$ cat config.mk
export PLATFORM = sky130hd
export DESIGN_NAME = word_serialize
export DESIGN_NICKNAME = d
export VERILOG_FILES = /design/src/rtl/word_serialize.sv
export SDC_FILE = /design/constraint.sdc
export NUM_CORES = 1
export LEC_CHECK = 0
export ABC_AREA = 1
export CORE_ASPECT_RATIO = 2
export CORE_MARGIN = 3
export CORE_UTILIZATION = 50
export CTS_CLUSTER_DIAMETER = 150
export DETAILED_ROUTE_END_ITERATION = 10
export GPL_TIMING_DRIVEN = 0
export HOLD_SLACK_MARGIN = 0.15
export PLACE_DENSITY_LB_ADDON = 0.08
export SETUP_SLACK_MARGIN = 0.4
export SLEW_MARGIN = 40
export SYNTH_ARGS = -nofsm -noshare
export SYNTH_HDL_FRONTEND = slang
export SYNTH_SLANG_ARGS = --single-unit
$ cat constraint.sdc
create_clock -name CLK -period 2.15 [get_ports CLK]
set_input_delay 0.215 -clock CLK [delete_from_list [all_inputs] [get_ports CLK]]
set_output_delay 0.215 -clock CLK [all_outputs]
set_load 0.01 [all_outputs]
$ cat src/rtl/word_serialize.sv
//==============================================================================
// Module      : word_serialize
// Description : Emits the characters of one packed word one per cycle, from a
//               start position up to the first zero char or the last slot.
// Revision    : 1.0 - initial release
//==============================================================================
`default_nettype none

module word_serialize #(
  parameter int CHAR_BITS    = 7,
  parameter int WORD_MAX_LEN = 8
) (
  input  logic                              CLK,
  input  logic                              rst,
  input  logic [WORD_MAX_LEN*CHAR_BITS-1:0] din,
  input  logic [$clog2(WORD_MAX_LEN)-1:0]   pos,
  input  logic                              wr_en,
  output logic                              full,
  output logic [CHAR_BITS-1:0]              dout,
  output logic                              last,
  input  logic                              rd_en,
  output logic                              empty,
  output logic                              word_empty
);

  localparam int              POS_W    = $clog2(WORD_MAX_LEN);
  localparam logic [POS_W-1:0] c_IDX_LAST = POS_W'(WORD_MAX_LEN - 1);

  typedef enum logic [0:0] {
    S_IDLE   = 1'b0,
    S_OUTPUT = 1'b1
  } state_t;

  state_t                          r_state;
  logic [WORD_MAX_LEN*CHAR_BITS-1:0] r_word;
  logic [POS_W-1:0]                r_idx;
  logic                            r_full;
  logic                            r_empty;
  logic                            r_word_empty;

  logic [CHAR_BITS-1:0] w_din_char  [WORD_MAX_LEN];
  logic [CHAR_BITS-1:0] w_word_char [WORD_MAX_LEN];
  logic [POS_W-1:0]     w_idx_inc;
  logic                 w_pos_oob;
  logic                 w_load_empty;
  logic                 w_last_sel;

  // Char 0 sits in the most significant CHAR_BITS of the packed word.
  for (genvar k = 0; k < WORD_MAX_LEN; k++) begin : g_unpack
    assign w_din_char[k]  = din[(WORD_MAX_LEN-k)*CHAR_BITS-1 -: CHAR_BITS];
    assign w_word_char[k] = r_word[(WORD_MAX_LEN-k)*CHAR_BITS-1 -: CHAR_BITS];
  end

  // A start position past the last slot is only representable when the
  // word length is not a power of two.
  if ((2 ** POS_W) > WORD_MAX_LEN) begin : g_pos_chk
    assign w_pos_oob = ({1'b0, pos} > {1'b0, c_IDX_LAST});
  end else begin : g_pos_full
    assign w_pos_oob = 1'b0;
  end

  assign w_load_empty = w_pos_oob || (w_din_char[pos] == '0);
  assign w_idx_inc    = r_idx + POS_W'(1);
  assign w_last_sel   = (r_idx == c_IDX_LAST) || (w_word_char[w_idx_inc] == '0);

  always_ff @(posedge CLK) begin
    if (rst) begin
      r_state      <= S_IDLE;
      r_word       <= '0;
      r_idx        <= '0;
      r_full       <= 1'b0;
      r_empty      <= 1'b1;
      r_word_empty <= 1'b0;
    end else begin
      r_word_empty <= 1'b0;
      case (r_state)
        S_IDLE: begin
          if (wr_en) begin
            r_word <= din;
            r_idx  <= w_pos_oob ? '0 : pos;
            if (w_load_empty) begin
              r_word_empty <= 1'b1;
            end else begin
              r_state <= S_OUTPUT;
              r_full  <= 1'b1;
              r_empty <= 1'b0;
            end
          end
        end
        S_OUTPUT: begin
          if (rd_en) begin
            if (w_last_sel) begin
              r_state <= S_IDLE;
              r_full  <= 1'b0;
              r_empty <= 1'b1;
            end else begin
              r_idx <= w_idx_inc;
            end
          end
        end
        default: begin
          r_state <= S_IDLE;
          r_full  <= 1'b0;
          r_empty <= 1'b1;
        end
      endcase
    end
  end

  assign full       = r_full;
  assign empty      = r_empty;
  assign word_empty = r_word_empty;
  assign dout       = (r_state == S_OUTPUT) ? w_word_char[r_idx] : '0;
  assign last       = (r_state == S_OUTPUT) && w_last_sel;

endmodule

`default_nettype wire
* After elaboration in Yosys (flattened, before gate mapping)
Index checks and enable logic that the tools add are counted.
** Storage, ports and cells
- Logic and storage cells :: 59
- Bits of input ports :: 63
- Output and inout bits :: 11
- Bits in registers :: 63
** Cells by class
- Bitwise gates (word level) :: 5
- Reduce and logical (&&, ||, !) cells :: 8
- Order comparisons :: 3
- $add $sub $neg :: 1
- Multiplexer cells :: 30
- Equality and inequality tests :: 6
** Operators with widths (number)
- $bmux 7 s3 :: 3
- $mux 7 :: 7
- $logic_not 7->1 :: 2
- $mux 1 :: 13
- $ge 4x4->1 const B :: 3
- $not 3->4 :: 3
- $mux 3 :: 3
- $ne 2x2->1 const B :: 4
- $pmux 1 s2 :: 3
- $pmux 3 s2 :: 1
- $reduce_and 4->1 :: 1
- $add 3x1->3 const B :: 1
- $eq 3x3->1 const B :: 1
- $reduce_and 3->1 :: 1
- $reduce_or 3->1 :: 1
- $ne 2x1->1 const B :: 1
- $not 1->1 :: 2
- $reduce_and 2->1 :: 1
- $logic_and 1x1->1 :: 1
- $logic_or 1x1->1 :: 1

* Logic depth before layout (Yosys ltp)
Gate-level depths: netlist of the first run.
- Depth in word-level cells :: 10
- Mapped depth :: 14
- Depth with buffers taken out :: 14

* Least setup slack after synthesis of the first run
OpenSTA, ideal clock, no wires.
- Kind :: reg2out
- From :: reg r_idx[0]
- To :: out dout[1]
- Setup slack :: 646 ps
- Required time :: 1935 ps
- Arrival :: 1289 ps
- Stages on the path, launching flop included :: 9
- Path buffers :: 3
- Cell sequence :: dfxtp_1 buf_6 inv_4 buf_4 buf_4 nor2_1 o22ai_1 o21ai_0 a31oi_1
** Between the ends
- Word-level cells in the longest chain between the ends :: 5
** Ends and longest elaborated chain
- start, declared :: line 36 : logic [POS_W-1:0] r_idx;
- start signal, assigned :: line 80 : r_idx <= w_pos_oob ? '0 : pos;
- start signal, assigned :: line 97 : r_idx <= w_idx_inc;
- $not 3->4 (implied by the code) :: line 113 : assign dout = (r_state == S_OUTPUT) ? w_word_char[r_idx] : '0;
- $bmux 7 s3 :: line 113
- $mux 7 (implied by the code) (2 in a row) :: line 113
- $mux 7 :: line 113
- end, declared :: line 19 : output logic [CHAR_BITS-1:0] dout,
No other way between the ends. The select of a mux whose other input is x is not followed.

* Final worst setup path of the first run
- From :: reg r_idx[0]
- To :: out last
** Between the ends
- Word-level cells in the longest chain between the ends :: 8
- Elaborated cells between the ends (all ways) :: 9
- Classes of those cells :: add/sub (1); eq/ne (1); mux (3); bitwise (1); reduce/logical (3)
** Ends and longest elaborated chain
- $add 3x1->3 :: line 63 : assign w_idx_inc = r_idx + POS_W'(1);
- $not 3->4 (implied by the code) :: line 64 : assign w_last_sel = (r_idx == c_IDX_LAST) || (w_word_char[w_idx_inc] == '0);
- $bmux 7 s3 :: line 64
- $mux 7 (implied by the code) (2 in a row) :: line 64
- $logic_not 7->1 :: line 64
- $logic_or 1x1->1 * :: line 64
- $logic_and 1x1->1 * :: line 114 : assign last = (r_state == S_OUTPUT) && w_last_sel;
- end, declared :: line 20 : output logic last,
Every way passes the cells marked *; elsewhere a longest branch is shown, timed or not. The select of a mux whose other input is x is not followed.

==> key figures, run 1 <==
Power and ir drop
  – Worst vdd ir: ~0.0008 V
  – Seq pwr share: about a third
  – Int Pwr: a little under 0.003 W
  – Sw power: around 0.0014 W
  – Tot Pwr: ~0.0043 W
  – Switching share of power: 33.1%
  – Power Density: 919 mW/mm^2
  – Clock Power Share: a little under a third
  – Leakage Power: between 1.5 and 2 nW
  – Combinational share of power: a little over a third

Drt
  – DRC viols: 0
  – Avg WL per Cell: 16.6 um
  – Antenna Nets Post-Route: 0
  – Vias: 3814
  – Drt first pass iters: 5
  – DRT Wirelength: roughly 11000 um
  – Via density: around 5.5
  – Initial DRC Count: 246

Clock network
  – H-tree level count: 3
  – Worst-Skew Late Latency: around 0.33 ns
  – Inserted Clock Buffers: 9
  – Post-CTS Hold Fix Bufs: 0
  – Clk buf depth: 2
  – CTS tree: done
  – CTS root buffer: clkbuf_16
  – Clock sinks: 63
  – Clock transition at the registers of the reported paths: 0.05 ns

Synth
  – FFs w/ async S/R, synth: 0%
  – List of most frequent post-synthesis cells: nor2_1, o21ai_0, dfxtp_1
  – Cell Area, Synth: about 0.0032 mm^2
  – Syn Nets: about 570
  – Area share of the largest cell type after synthesis: between 30% and 40%
  – Syn Area/Cell: ~6.4 um^2
  – Synth warn: 0
  – Yosys reg bits: 63
  – Area contributors post-synth: dfxtp_1, nor2_1, o21ai_0
  – Netlist cell types: 24
  – Count leader, synth: nor2_1
  – Post-synth EDFFs: 0
  – Seq/Total Area, Yosys: 38.9%
  – Synth area leader: dfxtp_1
  – Top_reg_cell synth: dfxtp_1
  – Synth Instances: about 500

STA
  – RSZ-0062 raised after global routing: true
  – Pins Over Slew Limit: 0
  – Final hold violation count: 0
  – Final worst-path cycle share: between 90 and 100%
  – Worst slew pin tran: between 0.4 and 0.5 ns
  – Minimum clock period: between 2 and 2.5 ns
  – Clock Skews: between 0.003 and 0.004 ns
  – Minimum hold slack: 0.453 ns
  – Final setup fails: 0
  – Fin Setup TNS: 0 ns
  – Slew headroom: between 60% and 70%
  – Fmax: between 0.4 and 0.5 GHz

Global routing
  – GRT overflow: 0
  – Largest net degree at the start of global routing: 11
  – Overall routing resource usage: between 30% and 40%
  – Vias in the first global route: 3833
  – Antenna violations before repair: 0
  – First-pass GRT wire length: around 18000 um

Setup path
  – CP Launch Type: flip-flop
  – Reg2reg end: empty$_SDFFE_PP1P_
  – Critical path class: reg2out
  – Crit path required time: between 1.5 and 2 ns
  – Critical path endpoint category: primary output
  – Worst r2r src: r_idx[0]$_SDFFE_PP0P_
  – Crit path max fanout: 4
  – R2R depth: 15
  – Flop2flop setup slack: roughly 0.35 ns
  – Crit path DAT: between 1.5 and 2 ns
  – CP Launch Point: r_idx[0]$_SDFFE_PP0P_

Die
  – # IOs: 74
  – Initial Util: approximately 53%
  – Core Footprint: between 0.006 and 0.007 mm^2
  – Row count: 40
  – Die Height: 120 um
  – Full die area: between 0.007 and 0.008 mm^2
  – Die X: 62.9 um

Cells and area
  – Sequential cell area: 0.00127 mm^2
  – Filler Cell Count: about 490
  – Ant diodes: 0
  – Multi-input gate area: around 0.0018 mm^2
  – Layout Nets: approximately 670
  – Layout area overhead: 44.9%
  – Final core utilization: 76.3%
  – Share of cells above drive strength 1: 15.7%

Status
  – Status: finished clean

Placement
  – Gpl congestion: just over 0.9
  – IO buf count: between 70 and 80
  – HPWL Detailed: slightly below 9000 um

Worst hold path
  – Hold Crit Start: full$_SDFFE_PP0P_
  – Worst Hold Class: reg2reg
  – Hold Crit Depth: 2
  – Hold EP: full$_SDFFE_PP0P_

Run
  – Max-cap violation count: 0
[layout by cell type, fill, tap and decap left out, types with 7 or more instances in the layout]
cell type / instances
nor2_1: 140
o21ai_0: 73
clkdlybuf4s50_1: 64
dfxtp_1: 61
nand2_1: 40
inv_1: 33
a21oi_1: 29
o21ai_1: 20
buf_2: 12
clkbuf_1: 11
nand3_1: 11
nor2_2: 10
nand4_1: 10
clkbuf_16: 9
buf_4: 9
a31oi_1: 7
a21oi_2: 7
[routing by layer]
metal	track usage [%]	vias up	routed length, um
li1	-	1862	-
met1	27.8	1713	3720
met2	57.7	179	6120
met3	5.43	60	627
met4	24.6	0	965
met5	0	-	0
[stage by stage]
stage / cell area (um^2) / worst slack (ns) / instances
2_1_floorplan: 3240 / 0.646 / 503
3_3_place_gp: 4080 / -0.0989 / 660
3_5_place_dp: 4080 / -0.116 / 660
4_1_cts: 4570 / 0.185 / 686
5_1_grt: 4700 / 0.0802 / 688
6_report: 4700 / 0.140 / 688
[cells by family (layout without fill, tap and decap cells)]
family | Yosys count | in the layout | share of synthesized area [%]
and+or+nand+nor | 226 | 226 | 28.8
AOI/OAI and AO/OA | 146 | 146 | 23.1
buffers and inverters | 66 | 167 | 8.45
adders and majority gates | 2 | 2 | 0.772
DFF | 63 | 63 | 38.9
[power by group through the flow]
stage / clock network [W] / registers, W / logic, W
after CTS: 0.00138 / 0.00142 / 0.00136
after floorplan: 0 / 0.00140 / 0.000736
after global routing: 0.00143 / 0.00144 / 0.00164
final: 0.00138 / 0.00143 / 0.00151
after detailed placement: 0 / 0.00144 / 0.00117
after global placement: 0 / 0.00143 / 0.00114
[critical path: stages, from the launching register on]
cell and delay, ns:
dfxtp_2 0.33, buf_8 0.13, buf_6 0.11, buf_6 0.12, nor2_2 0.09, nand4_1 0.11
nand3_1 0.13, nand3_2 0.13, nand3_4 0.12, nand2_4 0.06, inv_2 0.05, buf_6 0.09
[what timing repair did]
action | CTS | global route
pin swaps | 20 | 14
resized for setup | 83 | 46
endpoints found under the setup margin | 13 | 35
gates cloned | 2 | 0
setup buffers | 10 | 2
[final cells by class]
cell class,count,area share (%)
Multi-Input combinational cell,374,39.2
Sequential cell,63,27.0
Timing Repair Buffer,87,18.2
Clock buffer,14,6.05
Buffer,30,4.15
Inverter,36,3.14
Tap cell,84,2.24
[sequential cells by signal, indices dropped and copies added (netlist names)]
signal / count
r_idx: 3
empty: 1
word_empty: 1
r_word: 56
r_state: 1
full: 1
[how the worst max path moves through the flow]
| stage | end | cells after the start |
|---|---|---|
| finish | last | 11 |
| global route | last | 11 |
| CTS | last | 13 |
| detailed placement | dout[3] | 6 |
| global placement | dout[3] | 6 |
| floorplan | dout[1] | 8 |
(Power assumes the default switching activity.)
==> run 2: changes to the inputs <==
Settings changed: CORE_UTILIZATION 50 to 45.
==> run 2 against run 1 <==
  * Sequential power barely moved
  * First-iteration DRC count fell by 17%
  * Setup slack got worse by 0.062 ns
  * Design area fell by 1.2%
  * Clock-buffer cell count fell by 2
  * Maximum frequency fell by 3.0%
  * Worst hold slack got worse by 0.0044 ns
  * Sequential cell count did not move
==> key figures, run 2 (synthesized netlist as in run 1, its figures left out) <==
Drt
  – Avg WL per Cell: about 17 um
  – Initial DRC Count: about 200
  – DRT Wirelength: 11900 um
  – DRC viols: 0
  – Drt first pass iters: 8
  – Vias: 3798
  – Antenna Nets Post-Route: 0
  – Via density: ~5.5

Global routing
  – Largest net degree at the start of global routing: 11
  – Vias in the first global route: 3859
  – First-pass GRT wire length: roughly 19000 um
  – GRT overflow: 0
  – Antenna violations before repair: 0
  – Overall routing resource usage: ~30%

Placement
  – HPWL Detailed: 9110 um
  – Dpl ws: -0.155 ns
  – IO buf count: between 70 and 80
  – Gpl congestion: slightly below 1

Cells and area
  – Share of cells above drive strength 1: between 10 and 15%
  – Commonest non-fill, non-tap cell in the layout: nor2_1
  – Ant diodes: 0
  – Layout Nets: between 600 and 700
  – Max reg flops: 56
  – Top Registers: r_word x56, r_idx x3
  – Biggest register: r_word
  – Layout area overhead: 43.2%
  – Most frequent cells in the layout: nor2_1, o21ai_0, clkdlybuf4s50_1

Clock network
  – Post-CTS Hold Fix Bufs: 0
  – Inserted Clock Buffers: 9
  – CTS tree: done
  – H-tree level count: 3
  – Clock sinks: 63
  – Clock transition at the registers of the reported paths: approximately 0.060 ns
  – Clk buf depth: 2
  – Worst-Skew Late Latency: between 0.3 and 0.4 ns
  – CTS root buffer: clkbuf_16

STA
  – Fmax: 0.483 GHz
  – Clock Skews: around 0.0099 ns
  – Worst slew pin tran: roughly 0.47 ns
  – Final setup fails: 0
  – Minimum clock period: approximately 2.1 ns
  – Final Worst Setup Slack: a little under 0.08 ns
  – Final hold violation count: 0
  – Slew headroom: 68.6%
  – Final worst-path cycle share: a little under 100%
  – RSZ-0062 raised after global routing: true
  – Pins Over Slew Limit: 0

Worst hold path
  – Hold Crit Depth: 2
  – Worst Hold Class: reg2reg
  – Hold EP: full$_SDFFE_PP0P_
  – Hold Crit Start: full$_SDFFE_PP0P_

Die
  – Die X: approximately 66 um
  – Full die area: 0.00832 mm^2
  – Initial Util: between 40% and 50%
  – Die Height: ~130 um
  – # IOs: 74
  – Row count: 43
  – Core Footprint: slightly below 0.007 mm^2

Setup path
  – Reg2reg end: r_idx[2]$_SDFFE_PP0P_
  – Worst r2r src: r_idx[0]$_SDFFE_PP0P_
  – R2R depth: 16
  – Critical path class: reg2out
  – Crit path required time: ~1.9 ns
  – Crit path DAT: between 1.5 and 2 ns
  – Crit path max fanout: 7
  – CP Launch Type: flip-flop
  – Critical path endpoint category: primary output
  – Flop2flop setup slack: between 0.3 and 0.4 ns

Run
  – Max-cap violation count: 0

Power and ir drop
  – Leakage Power: 1.97 nW
  – Tot Pwr: ~0.0043 W
  – Worst vdd ir: slightly below 0.0006 V
  – Power Density: a little over 900 mW/mm^2

Status
  – Status: finished clean
## run 2: cell count changes in the layout (fill, tap and decap cells not counted), moves of 2 or more
cell / delta
nor2_1: +9
buf_4: -3
o21ai_1: -7
o22ai_2: -2
nand2_1: +2
a21oi_4: +3
clkbuf_8: -4
a21oi_2: -4
o22ai_1: +2
buf_2: +3
nand2_2: -2
o21ai_0: +8
nor2_2: -8
## run 2: area by class of cell
| class | count | area, um^2 |
|---|---|---|
| multi-input cells | 374 | 1810 |
| clock buffers | 12 | 256 |
| well taps | 90 | 113 |
| flip-flops and latches | 63 | 1270 |
| clock inverters | 3 | 42.5 |
| plain buffers | 30 | 178 |
| fillers | 650 | 2300 |
| repair buffers | 84 | 837 |
| inverters | 36 | 143 |
## run 2: what timing repair did
item	CTS	global route
pin swaps	23	3
endpoints found under the hold margin	0	0
endpoints found under the setup margin	11	44
setup buffers	6	2
resized for setup	76	29
gates cloned	3	0
## run 2: layer usage
metal  GRT usage, %  vias up  wire (um)
met5              0        -          0
met4           21.2        0        961
met3           5.62       55        566
li1               -     1855          -
met2           54.6      162       6470
met1           28.5     1726       3880
## run 2: how the worst max path moves through the flow
stage,from,cells after the start,slack (ns),end
final,r_idx[0]$_SDFFE_PP0P_,9,0.08,dout[1]
after global routing,r_idx[0]$_SDFFE_PP0P_,13,0.01,last
after CTS,r_idx[0]$_SDFFE_PP0P_,9,0.15,dout[1]
after detailed placement,pos[0],10,-0.16,full$_SDFFE_PP0P_
after global placement,pos[0],10,-0.14,full$_SDFFE_PP0P_
after floorplan,r_idx[0]$_SDFFE_PP0P_,8,0.65,dout[1]
## run 2: stage by stage
stage	instance area (um^2)	TNS (ns)	utilization [%]	hold WS, ns	instances
2_1_floorplan	3240	0	-	0.363	503
3_3_place_gp	4090	-0.946	58.9	0.434	666
3_5_place_dp	4090	-0.988	58.9	0.441	666
4_1_cts	4570	0	65.8	0.450	690
5_1_grt	4640	0	66.9	0.465	692
6_report	4640	0	66.9	0.448	692
## run 2: critical path, cell delays in order (launching register included)
cell and delay (ns):
dfxtp_4 0.35, buf_8 0.13, inv_8 0.08, buf_8 0.13
buf_8 0.10, nor2_1 0.05, o22ai_1 0.23, o21ai_1 0.11
a31oi_1 0.18, buf_2 0.16
## run 2: power breakdown
group	switching (W)	total, W	internal (W)
Sequential	0.000118	0.00143	0.00131
Clock	0.000511	0.00146	0.000951
Combinational	0.000807	0.00144	0.000637
